### config.mk
export PLATFORM = sky130hd
export DESIGN_NAME = uv_arb_wrr
export DESIGN_NICKNAME = d
export VERILOG_FILES = /design/src/rtl/uv_arb_wrr.sv
export SDC_FILE = /design/constraint.sdc
export NUM_CORES = 1
export LEC_CHECK = 0
export BUFFER_PORTS_ARGS = -buffer_cell sky130_fd_sc_hd__buf_4
export CAP_MARGIN = 0
export CORE_UTILIZATION = 55
export DETAILED_ROUTE_END_ITERATION = 6
export PLACE_DENSITY = 0.94
export REMOVE_ABC_BUFFERS = 1
export SLEW_MARGIN = 20
export SYNTH_ARGS = -nofsm -noshare
export SYNTH_HDL_FRONTEND = slang
export SYNTH_SLANG_ARGS = --single-unit
### constraint.sdc
create_clock -name clk -period 5.88 [get_ports clk]
set_clock_uncertainty 0.1 [all_clocks]
set_input_delay 1.176 -clock clk [delete_from_list [all_inputs] [get_ports clk]]
set_output_delay 1.176 -clock clk [all_outputs]
set_load 0.02 [all_outputs]
### src/rtl/uv_arb_wrr.sv
// Registered round-robin / weighted round-robin / fixed-priority arbiter.
// A grant is locked until the owner completes a transaction (ack & last) and its credit is spent.
module uv_arb_wrr #(
  parameter  int WIDTH = 4,
  parameter  int CNT_W = 4,
  localparam int IDX_W = (WIDTH > 1) ? $clog2(WIDTH) : 1
) (
  input  logic                   clk,
  input  logic                   rst_n,
  input  logic [1:0]             mode,
  input  logic [WIDTH*CNT_W-1:0] weight,
  input  logic [WIDTH-1:0]       req,
  input  logic                   ack,
  input  logic                   last,
  output logic [WIDTH-1:0]       grant,
  output logic [IDX_W-1:0]       grant_idx,
  output logic                   grant_vld
);

  typedef enum logic {
    IDLE  = 1'b0,
    GRANT = 1'b1
  } state_t;

  state_t             state_reg, state_next;
  logic [WIDTH-1:0]   ptr_reg, ptr_next;
  logic [CNT_W-1:0]   credit_reg, credit_next;
  logic [WIDTH-1:0]   grant_reg, grant_next;
  logic [IDX_W-1:0]   grant_idx_reg, grant_idx_next;
  logic               fixed_reg, fixed_next;

  logic [CNT_W-1:0]   weight_arr [WIDTH];
  logic [2*WIDTH-1:0] req_dbl;
  logic [2*WIDTH-1:0] rr_dbl;
  logic [WIDTH-1:0]   rr_oh;
  logic [WIDTH-1:0]   fp_oh;
  logic [WIDTH-1:0]   win_oh;
  logic [IDX_W-1:0]   win_idx;
  logic [CNT_W-1:0]   win_weight;
  logic               is_fixed;

  genvar gi;
  generate
    for (gi = 0; gi < WIDTH; gi++) begin : g_weight
      assign weight_arr[gi] = weight[gi*CNT_W +: CNT_W];
    end
  endgenerate

  // Circular search from the pointer: subtracting the one-hot pointer from the
  // doubled request vector clears everything below the first request at/after it.
  assign req_dbl  = {req, req};
  assign rr_dbl   = req_dbl & ~(req_dbl - {{WIDTH{1'b0}}, ptr_reg});
  assign rr_oh    = rr_dbl[WIDTH-1:0] | rr_dbl[2*WIDTH-1:WIDTH];
  assign fp_oh    = req & (~req + {{(WIDTH-1){1'b0}}, 1'b1});
  assign is_fixed = (mode == 2'd2);
  assign win_oh   = is_fixed ? fp_oh : rr_oh;

  always_comb begin
    win_idx = '0;
    for (int i = 0; i < WIDTH; i++) begin
      if (win_oh[i]) win_idx = IDX_W'(i);
    end
  end

  assign win_weight = weight_arr[win_idx];

  always_comb begin
    state_next     = state_reg;
    ptr_next       = ptr_reg;
    credit_next    = credit_reg;
    grant_next     = grant_reg;
    grant_idx_next = grant_idx_reg;
    fixed_next     = fixed_reg;
    case (state_reg)
      IDLE: begin
        if (|req) begin
          state_next     = GRANT;
          grant_next     = win_oh;
          grant_idx_next = win_idx;
          fixed_next     = is_fixed;
          if (mode == 2'd1 && win_weight != '0) credit_next = win_weight;
          else                                  credit_next = CNT_W'(1);
        end
      end
      GRANT: begin
        if (ack && last) begin
          if (credit_reg > CNT_W'(1) && |(req & grant_reg)) begin
            credit_next = credit_reg - CNT_W'(1);
          end else begin
            state_next  = IDLE;
            grant_next  = '0;
            credit_next = '0;
            // Owner goes to the back of the queue; fixed priority leaves the pointer alone.
            if (!fixed_reg) ptr_next = {grant_reg[WIDTH-2:0], grant_reg[WIDTH-1]};
          end
        end
      end
      default: state_next = IDLE;
    endcase
  end

  always_ff @(posedge clk) begin
    if (!rst_n) begin
      state_reg     <= IDLE;
      ptr_reg       <= {{(WIDTH-1){1'b0}}, 1'b1};
      credit_reg    <= '0;
      grant_reg     <= '0;
      grant_idx_reg <= '0;
      fixed_reg     <= 1'b0;
    end else begin
      state_reg     <= state_next;
      ptr_reg       <= ptr_next;
      credit_reg    <= credit_next;
      grant_reg     <= grant_next;
      grant_idx_reg <= grant_idx_next;
      fixed_reg     <= fixed_next;
    end
  end

  assign grant     = grant_reg;
  assign grant_idx = grant_idx_reg;
  assign grant_vld = |grant_reg;

endmodule

* Word-level counts from Yosys, hierarchy flattened
Cells that the tools add are included.
** Cells by class
- Add/subtract/negate cells :: 3
- Order comparisons :: 2
- Equality and inequality tests :: 5
- Muxes and demuxes :: 20
- Bitwise gates (word level) :: 10
- Reduce and logical (&&, ||, !) cells :: 11
** Operator list (count)
- 4-bit 2-to-1 mux :: 10
- 4-bit one-hot mux with 2 select lines :: 2
- 4-bit OR reduction :: 3
- 4-bit AND :: 2
- 8-bit AND :: 1
- 4-bit binary-select mux with 2-bit select :: 1
- 8-bit NOT :: 1
- 8-bit by 4-bit subtractor with 8-bit output :: 1
- 4-bit by 1-bit adder with 4-bit output (second input constant) :: 1
- 4-bit by 1-bit > comparator with 1-bit output (second input constant) :: 1
- 1-bit 2-to-1 mux :: 4
- 2-bit 2-to-1 mux :: 2
- 2-bit inequality test (second input constant) :: 2
- 4-bit NOT :: 1
- 4-bit OR :: 1
- 2-bit AND reduction :: 2
- 4-bit AND reduction :: 1
- 4-bit nonzero test :: 1
- 4-bit by 1-bit subtractor with 4-bit output (second input constant) :: 1
- 3-bit greater-or-equal comparator (second input constant) :: 1
- 1-bit logical AND :: 3
- 1-bit NOT :: 3
- 2-bit NOT with 3-bit output :: 1
- 3-bit AND reduction :: 1
- other kinds (4) :: 4
** Storage, ports and cells
- Register bits :: 16
- Bits of input ports :: 26
- Word-level logic and storage cells :: 57

* Logic depth before layout (Yosys ltp)
Gate-level depths: netlist of the first run.
- Depth after elaboration :: 17
- Gate-level depth with buffers :: 10

* Least setup slack after synthesis of the first run
No wires, ideal clock.
- Path type :: input -> register
- Start :: in req[1]
- End :: reg credit_reg[3]
- Library setup time :: 0.119 ns
- Arrival :: 3.156 ns
- Data required time :: 5.661 ns
- Slack :: 2.505 ns
- Stages :: 8
- Path buffers :: 0
- Cells stage by stage :: inv_1 > fa_1 > nand2_1 > a221oi_4 > mux2_2 > o211ai_1 > a21oi_1 > o221a_2
** Between the ends
- Cells in the longest elaborated chain, start to end :: 17
- Elaborated cells on any way between the ends :: 28
- Classes of those cells :: add/sub (2); eq/ne (1); mux (12); bitwise (7); reduce/logical (6)
** RTL lines
- from (decl) :: line 12 : input logic [WIDTH-1:0] req,
- 8-bit by 4-bit subtractor with 8-bit output :: line 52 : assign rr_dbl = req_dbl & ~(req_dbl - {{WIDTH{1'b0}}, ptr_reg});
- 8-bit NOT :: line 52
- 8-bit AND :: line 52
- 4-bit OR :: line 53 : assign rr_oh = rr_dbl[WIDTH-1:0] | rr_dbl[2*WIDTH-1:WIDTH];
- 4-bit 2-to-1 mux :: line 56 : assign win_oh = is_fixed ? fp_oh : rr_oh;
- 1-bit 2-to-1 mux :: line 61 : if (win_oh[i]) win_idx = IDX_W'(i);
- 2-bit 2-to-1 mux (2 in series) :: line 61
- 2-bit NOT with 3-bit output (implied by the code) :: line 65 : assign win_weight = weight_arr[win_idx];
- 4-bit binary-select mux with 2-bit select :: line 65
- 4-bit 2-to-1 mux (implied by the code) (2 in series) :: line 65
- 4-bit nonzero test :: line 81 : if (mode == 2'd1 && win_weight != '0) credit_next = win_weight;
- 1-bit logical AND :: line 81
- 4-bit 2-to-1 mux :: line 81
- 4-bit 2-to-1 mux :: line 76 : if (|req) begin
- 4-bit one-hot mux with 2 select lines :: line 74 : case (state_reg)
- to (signal assigned) :: line 113 : credit_reg <= credit_next;
- to (decl) :: line 27 : logic [CNT_W-1:0] credit_reg, credit_next;
Parallel ways exist; a longest one is shown, timed or not. The select of a mux whose other input is x is not followed.
A chain may end at the register's enable or synchronous reset.

* Final worst setup path of the first run
Same ends and word-level chain as after synthesis.

==> flow_summary.json, run 1 <==
{
  "outcome": "completed",
  "worst_pin_slew_ps": 747,
  "multi_input_area_um2": 838,
  "vias_per_cell": 6.10,
  "setup_slack_ps": 2510,
  "place_ws_ps": 2200,
  "fin_crit_sh_pct": 57.3,
  "drv_cap": 0,
  "portBuffers": 32,
  "synth.area.top_cells": "dfxtp_1 27%, ha_1 5.2%, nor2b_1 5.2%",
  "die_y_um": 48.8,
  "crit_required_ps": 5990,
  "timing.fmax_ghz": 0.297,
  "dpl.hpwl_mm": 2.50,
  "cts_sinks": 16,
  "cp_max_fo": 7,
  "ys_types": 49,
  "grt_pass1_vias": 1241,
  "worstSetupPathType": "in2reg",
  "synth_seq_cells": 16,
  "track_usage_pct": 28.4,
  "initial_utilization_pct": 60.1,
  "netlist.area_leader.share_pct": 26.6,
  "power_density_nw_per_um2": 214,
  "wirelength_mm": 3.18,
  "avgSynthCellArea_um2": 8.47,
  "postCtsHoldBufs": 0,
  "via_count": 1239,
  "antenna_found_initial": 0,
  "dpl_cell_area_um2": 1470,
  "fill_cells": 153,
  "seq_area_um2": 320,
  "synth_enable_flop_cells": 0,
  "dieArea_um2": 2380,
  "critPathLaunchType": "input port",
  "cts_setup_buffers": 0,
  "path_clk_slew_ps": 110,
  "diodes": 0,
  "cts_tree": "done",
  "cts_htree_levels": 1,
  "netlist_area_um2": 1200,
  "rows": 16,
  "fp.coreArea_um2": 2000,
  "drc": 0,
  "synth-async-reset-ratio_pct": 0,
  "yosysWarnings": 0,
  "arrival_ps": 3480,
  "nets": 209,
  "cts-resized-gates": 0,
  "drv_slew": 0,
  "die_x_um": 48.8,
  "wl_per_cell_um": 15.7,
  "cts_buffers": 3,
  "gp_congestion": 0.858,
  "area_growth_syn_to_layout_pct": 25.3,
  "cts_buffer_depth": 2,
  "p_leak_nw": 0.619,
  "ys_seq_area_share_pct": 26.6,
  "clock_latency_ps": 300,
  "relSlewSlack_pct": 49.8,
  "hold_viol": 0,
  "io_pins": 33,
  "drt_iter0_drc": 27,
  "drive_gt1_share_pct": 31.3,
  "setup_violations": 0,
  "hp-class": "reg2reg",
  "grt_max_degree": 17,
  "tns_ps": 0,
  "drtAntennaViolNets": 0,
  "grt_pass1_wl_mm": 5.24,
  "drt_pass1_iterations": 4,
  "yosys.area.top_type": "dfxtp_1",
  "worst_setup_path_end_kind": "register",
  "peakVddDrop_mv": 0.139,
  "synth_ff_type": "dfxtp_1",
  "grt_setup_unrepaired": "false",
  "post-route-min-period_ps": 3370,
  "cts_root_buffer": "clkbuf_4",
  "syn_inst": 142,
  "fin_area_um2": 1510,
  "overflow": 0
}
==> power breakdown <==
part	total (mW)	internal (mW)	leakage (nW)	switching [mW]
Sequential	0.127	0.117	0.131	0.00983
Combinational	0.118	0.0556	0.466	0.0623
Clock	0.0772	0.0378	0.0210	0.0395
==> path summary, 6_finish.rpt <==
kind	startpoint	end	slack, ps	cells past startpoint
worst max-delay path	req[1]	credit_reg[3]	2510	9
worst min-delay path	ptr_reg[0]	ptr_reg[0]	410	2
worst max register to register	ptr_reg[0]	credit_reg[3]	3170	8
worst min register to register	ptr_reg[0]	ptr_reg[0]	410	2
==> logic make-up (layout without fill, tap and decap cells) <==
logic type / Yosys count / in the layout / share of synthesized area (%)
and+or+nand+nor: 56 / 56 / 26.1
AOI/OAI and AO/OA: 42 / 42 / 27.5
DFF: 16 / 16 / 26.6
buffers and inverters: 11 / 45 / 3.64
muxes: 9 / 9 / 7.80
adders and majority gates: 6 / 6 / 6.87
xor gates and xnor gates: 2 / 2 / 1.46
==> routing by layer <==
layer | global-route usage (%) | wire (µm) | vias to the layer above
li1 | - | - | 592
met1 | 31.8 | 1370 | 589
met2 | 51.9 | 1620 | 45
met3 | 2.83 | 105 | 13
met4 | 15.7 | 83 | 0
met5 | 0 | 0 | -
==> placed cells by master, fill, tap and decap left out, drive strengths merged, types with 2 or more instances in the layout <==
cell type and n:
a2111oi 3, nor2 9, mux2i 6, buf 33
ha 5, inv 8, nand2 15, nand2b 5
a22oi 5, nand3 4, clkbuf 4, nand4b 2
o211ai 3, o31ai 2, a21oi 5, mux2 3
o21ai 11, o221a 2, dfxtp 16, nor2b 11
nor3 2
==> per-stage QoR <==
| stage | hold WS (ps) | total power, mW | cells | util [%] |
|---|---|---|---|---|
| global route | 471 | 0.338 | 203 | 75.3 |
| CTS | 412 | 0.321 | 203 | 75.3 |
| floorplan | 346 | 0.203 | 139 | - |
| detailed placement | 390 | 0.246 | 199 | 73.4 |
| finish | 412 | 0.322 | 203 | 75.3 |
| global placement | 386 | 0.240 | 199 | 73.4 |
==> critical path, cell delays in order <==
cell      delay (ps)
buf_4            110
inv_1             90
fa_1             580
nand2_1          100
a221oi_4         480
mux2_2           380
o211ai_1         210
a21oi_1          100
o221a_2          230
==> layout make-up <==
type	instances	area share, %
inverter	8	1.99
timing repair buffer	33	16.4
sequential	16	21.3
clock buffer	4	2.41
tap	27	2.24
multi-input combinational	115	55.6
==> cells in the mapped netlist, types with 3 or more instances <==
cell / count
ha_1: 5
dfxtp_1: 16
nor2_1: 8
o211ai_1: 3
mux2i_1: 6
nor2b_1: 10
a21oi_1: 5
o21ai_0: 10
inv_1: 8
nand2_1: 15
nand2b_1: 4
nand3_1: 4
mux2_2: 3
a22oi_1: 5
Power figures use the tool's default switching activity.
==> inputs of run 2 (changes only) <==
- CORE_UTILIZATION: 55 -> 51
- PLACE_DENSITY: 0.94 -> 0.89
- clock period: 5.88 -> 3.1 ns (I/O delays scaled with it)
==> flow_summary.json, run 2 (synthesis gave the netlist of run 1 again) <==
{
  "fin_crit_sh_pct": 90.5,
  "hp-class": "reg2reg",
  "switching_share_pct": 34.5,
  "postCtsHoldBufs": 0,
  "drive_gt1_share_pct": 32.0,
  "arrival_ps": 2910,
  "grt_pass1_vias": 1168,
  "drv_slew": 0,
  "timing.fmax_ghz": 0.356,
  "holdWs_ps": 429,
  "overflow": 0,
  "fin_util_pct": 68.8,
  "wirelength_mm": 3.17,
  "initial_utilization_pct": 54.4,
  "power_density_nw_per_um2": 403,
  "portBuffers": 32,
  "hold_viol": 0,
  "drc": 0,
  "track_usage_pct": 27.5,
  "dpl.hpwl_mm": 2.47,
  "p_comb_share_pct": 36.9,
  "grt_pass1_wl_mm": 5.28,
  "nets": 211,
  "peakVddDrop_mv": 0.334,
  "drv_cap": 0,
  "cts_buffers": 3,
  "power_mw": 0.614,
  "cts_htree_levels": 1,
  "path_cells": "buf_4 > inv_1 > fa_1 > nand2_1 > a221oi_4 > mux2_2 > o211ai_1 > a21oi_1 > o221a_2",
  "gp_congestion": 0.885,
  "diodes": 0,
  "p_sw_mw": 0.212,
  "dieArea_um2": 2560,
  "critPathLaunchType": "input port",
  "vias_per_cell": 5.90,
  "critical_path.slowest_cell": "fa_1",
  "grt_max_degree": 17,
  "reg2regPathDepth": 8,
  "tns_ps": 0,
  "fp.coreArea_um2": 2210,
  "worstSetupPathType": "in2reg",
  "cts-resized-gates": 0,
  "cts_setup_buffers": 0,
  "crit_required_ps": 3200,
  "post-route-min-period_ps": 2810,
  "antenna_found_initial": 0,
  "io_pins": 33,
  "path_clk_slew_ps": 110,
  "die_y_um": 50.6,
  "drtAntennaViolNets": 0,
  "worst_pin_slew_ps": 520,
  "die_x_um": 50.6,
  "area_growth_syn_to_layout_pct": 26.6,
  "p_clk_share_pct": 23.8,
  "cpPeakStageDelay_ps": 590,
  "cts_buffer_depth": 2,
  "via_count": 1215,
  "mostFrequentLayoutCells": "35 x buf_4, 16 x dfxtp_1, 15 x nand2_1, 10 x nor2b_1, 10 x o21ai_0",
  "cts_sinks": 16,
  "worst-path-buf-inv": 2,
  "worst_setup_path_end_kind": "register",
  "cts_tree": "done",
  "p_int_mw": 0.402,
  "relSlewSlack_pct": 64.9,
  "grt_setup_unrepaired": "false",
  "cts_root_buffer": "clkbuf_4",
  "drt_iter0_drc": 34,
  "rows": 17,
  "cp_top_family": "compound AO/OA/AOI/OAI gates",
  "wl_per_cell_um": 15.4,
  "fin_area_um2": 1520,
  "outcome": "completed",
  "p_leak_nw": 0.629,
  "setup_violations": 0,
  "cp_max_fo": 6,
  "drt_pass1_iterations": 4,
  "min_path_cells": 2,
  "clock_latency_ps": 300,
  "p_seq_share_pct": 39.3,
  "cp.depth": 9,
  "final_common_cell": "buf_4",
  "dpl_cell_area_um2": 1490
}
## run 2: worst paths after layout
path | start | endpoint | slack, ps
max | req[1] | credit_reg[3] | 290
min | ptr_reg[0] | ptr_reg[0] | 430
max reg2reg | ptr_reg[0] | credit_reg[3] | 370
min reg2reg | ptr_reg[0] | ptr_reg[0] | 430
## run 2: routing by layer
layer | vias up | GRT usage, % | routed length [µm]
met5 | - | 0 | 0
met4 | 0 | 9.26 | 59
met3 | 6 | 3.64 | 119
met2 | 37 | 50.0 | 1610
met1 | 573 | 32.9 | 1380
li1 | 599 | - | -
## run 2: area by class of cell
type,count,area (µm²)
sequential,16,320
inverter,8,30.0
tap,28,35.0
multi-input combinational,115,838
clock buffer,4,36.3
fill,191,689
timing repair buffer,35,263
## run 2: tightest hold or removal path: cells and delay by family (launching register included)
kind,cells,cell delay [ps]
flops,1,360
mux,1,80
simple gates,1,60
## run 2: metrics by stage
step           worst slack [ps]  instances
2_1_floorplan               277        139
3_3_place_gp                149        202
3_5_place_dp               24.1        202
4_1_cts                     324        206
5_1_grt                     177        206
6_report                    294        206
## run 2: power by group through the flow
stage	combinational, mW	sequential [mW]	clock (mW)
3_3_place_gp	0.215	0.244	0
2_1_floorplan	0.137	0.248	0
6_report	0.227	0.241	0.146
3_5_place_dp	0.223	0.245	0
4_1_cts	0.224	0.240	0.146
5_1_grt	0.248	0.244	0.159
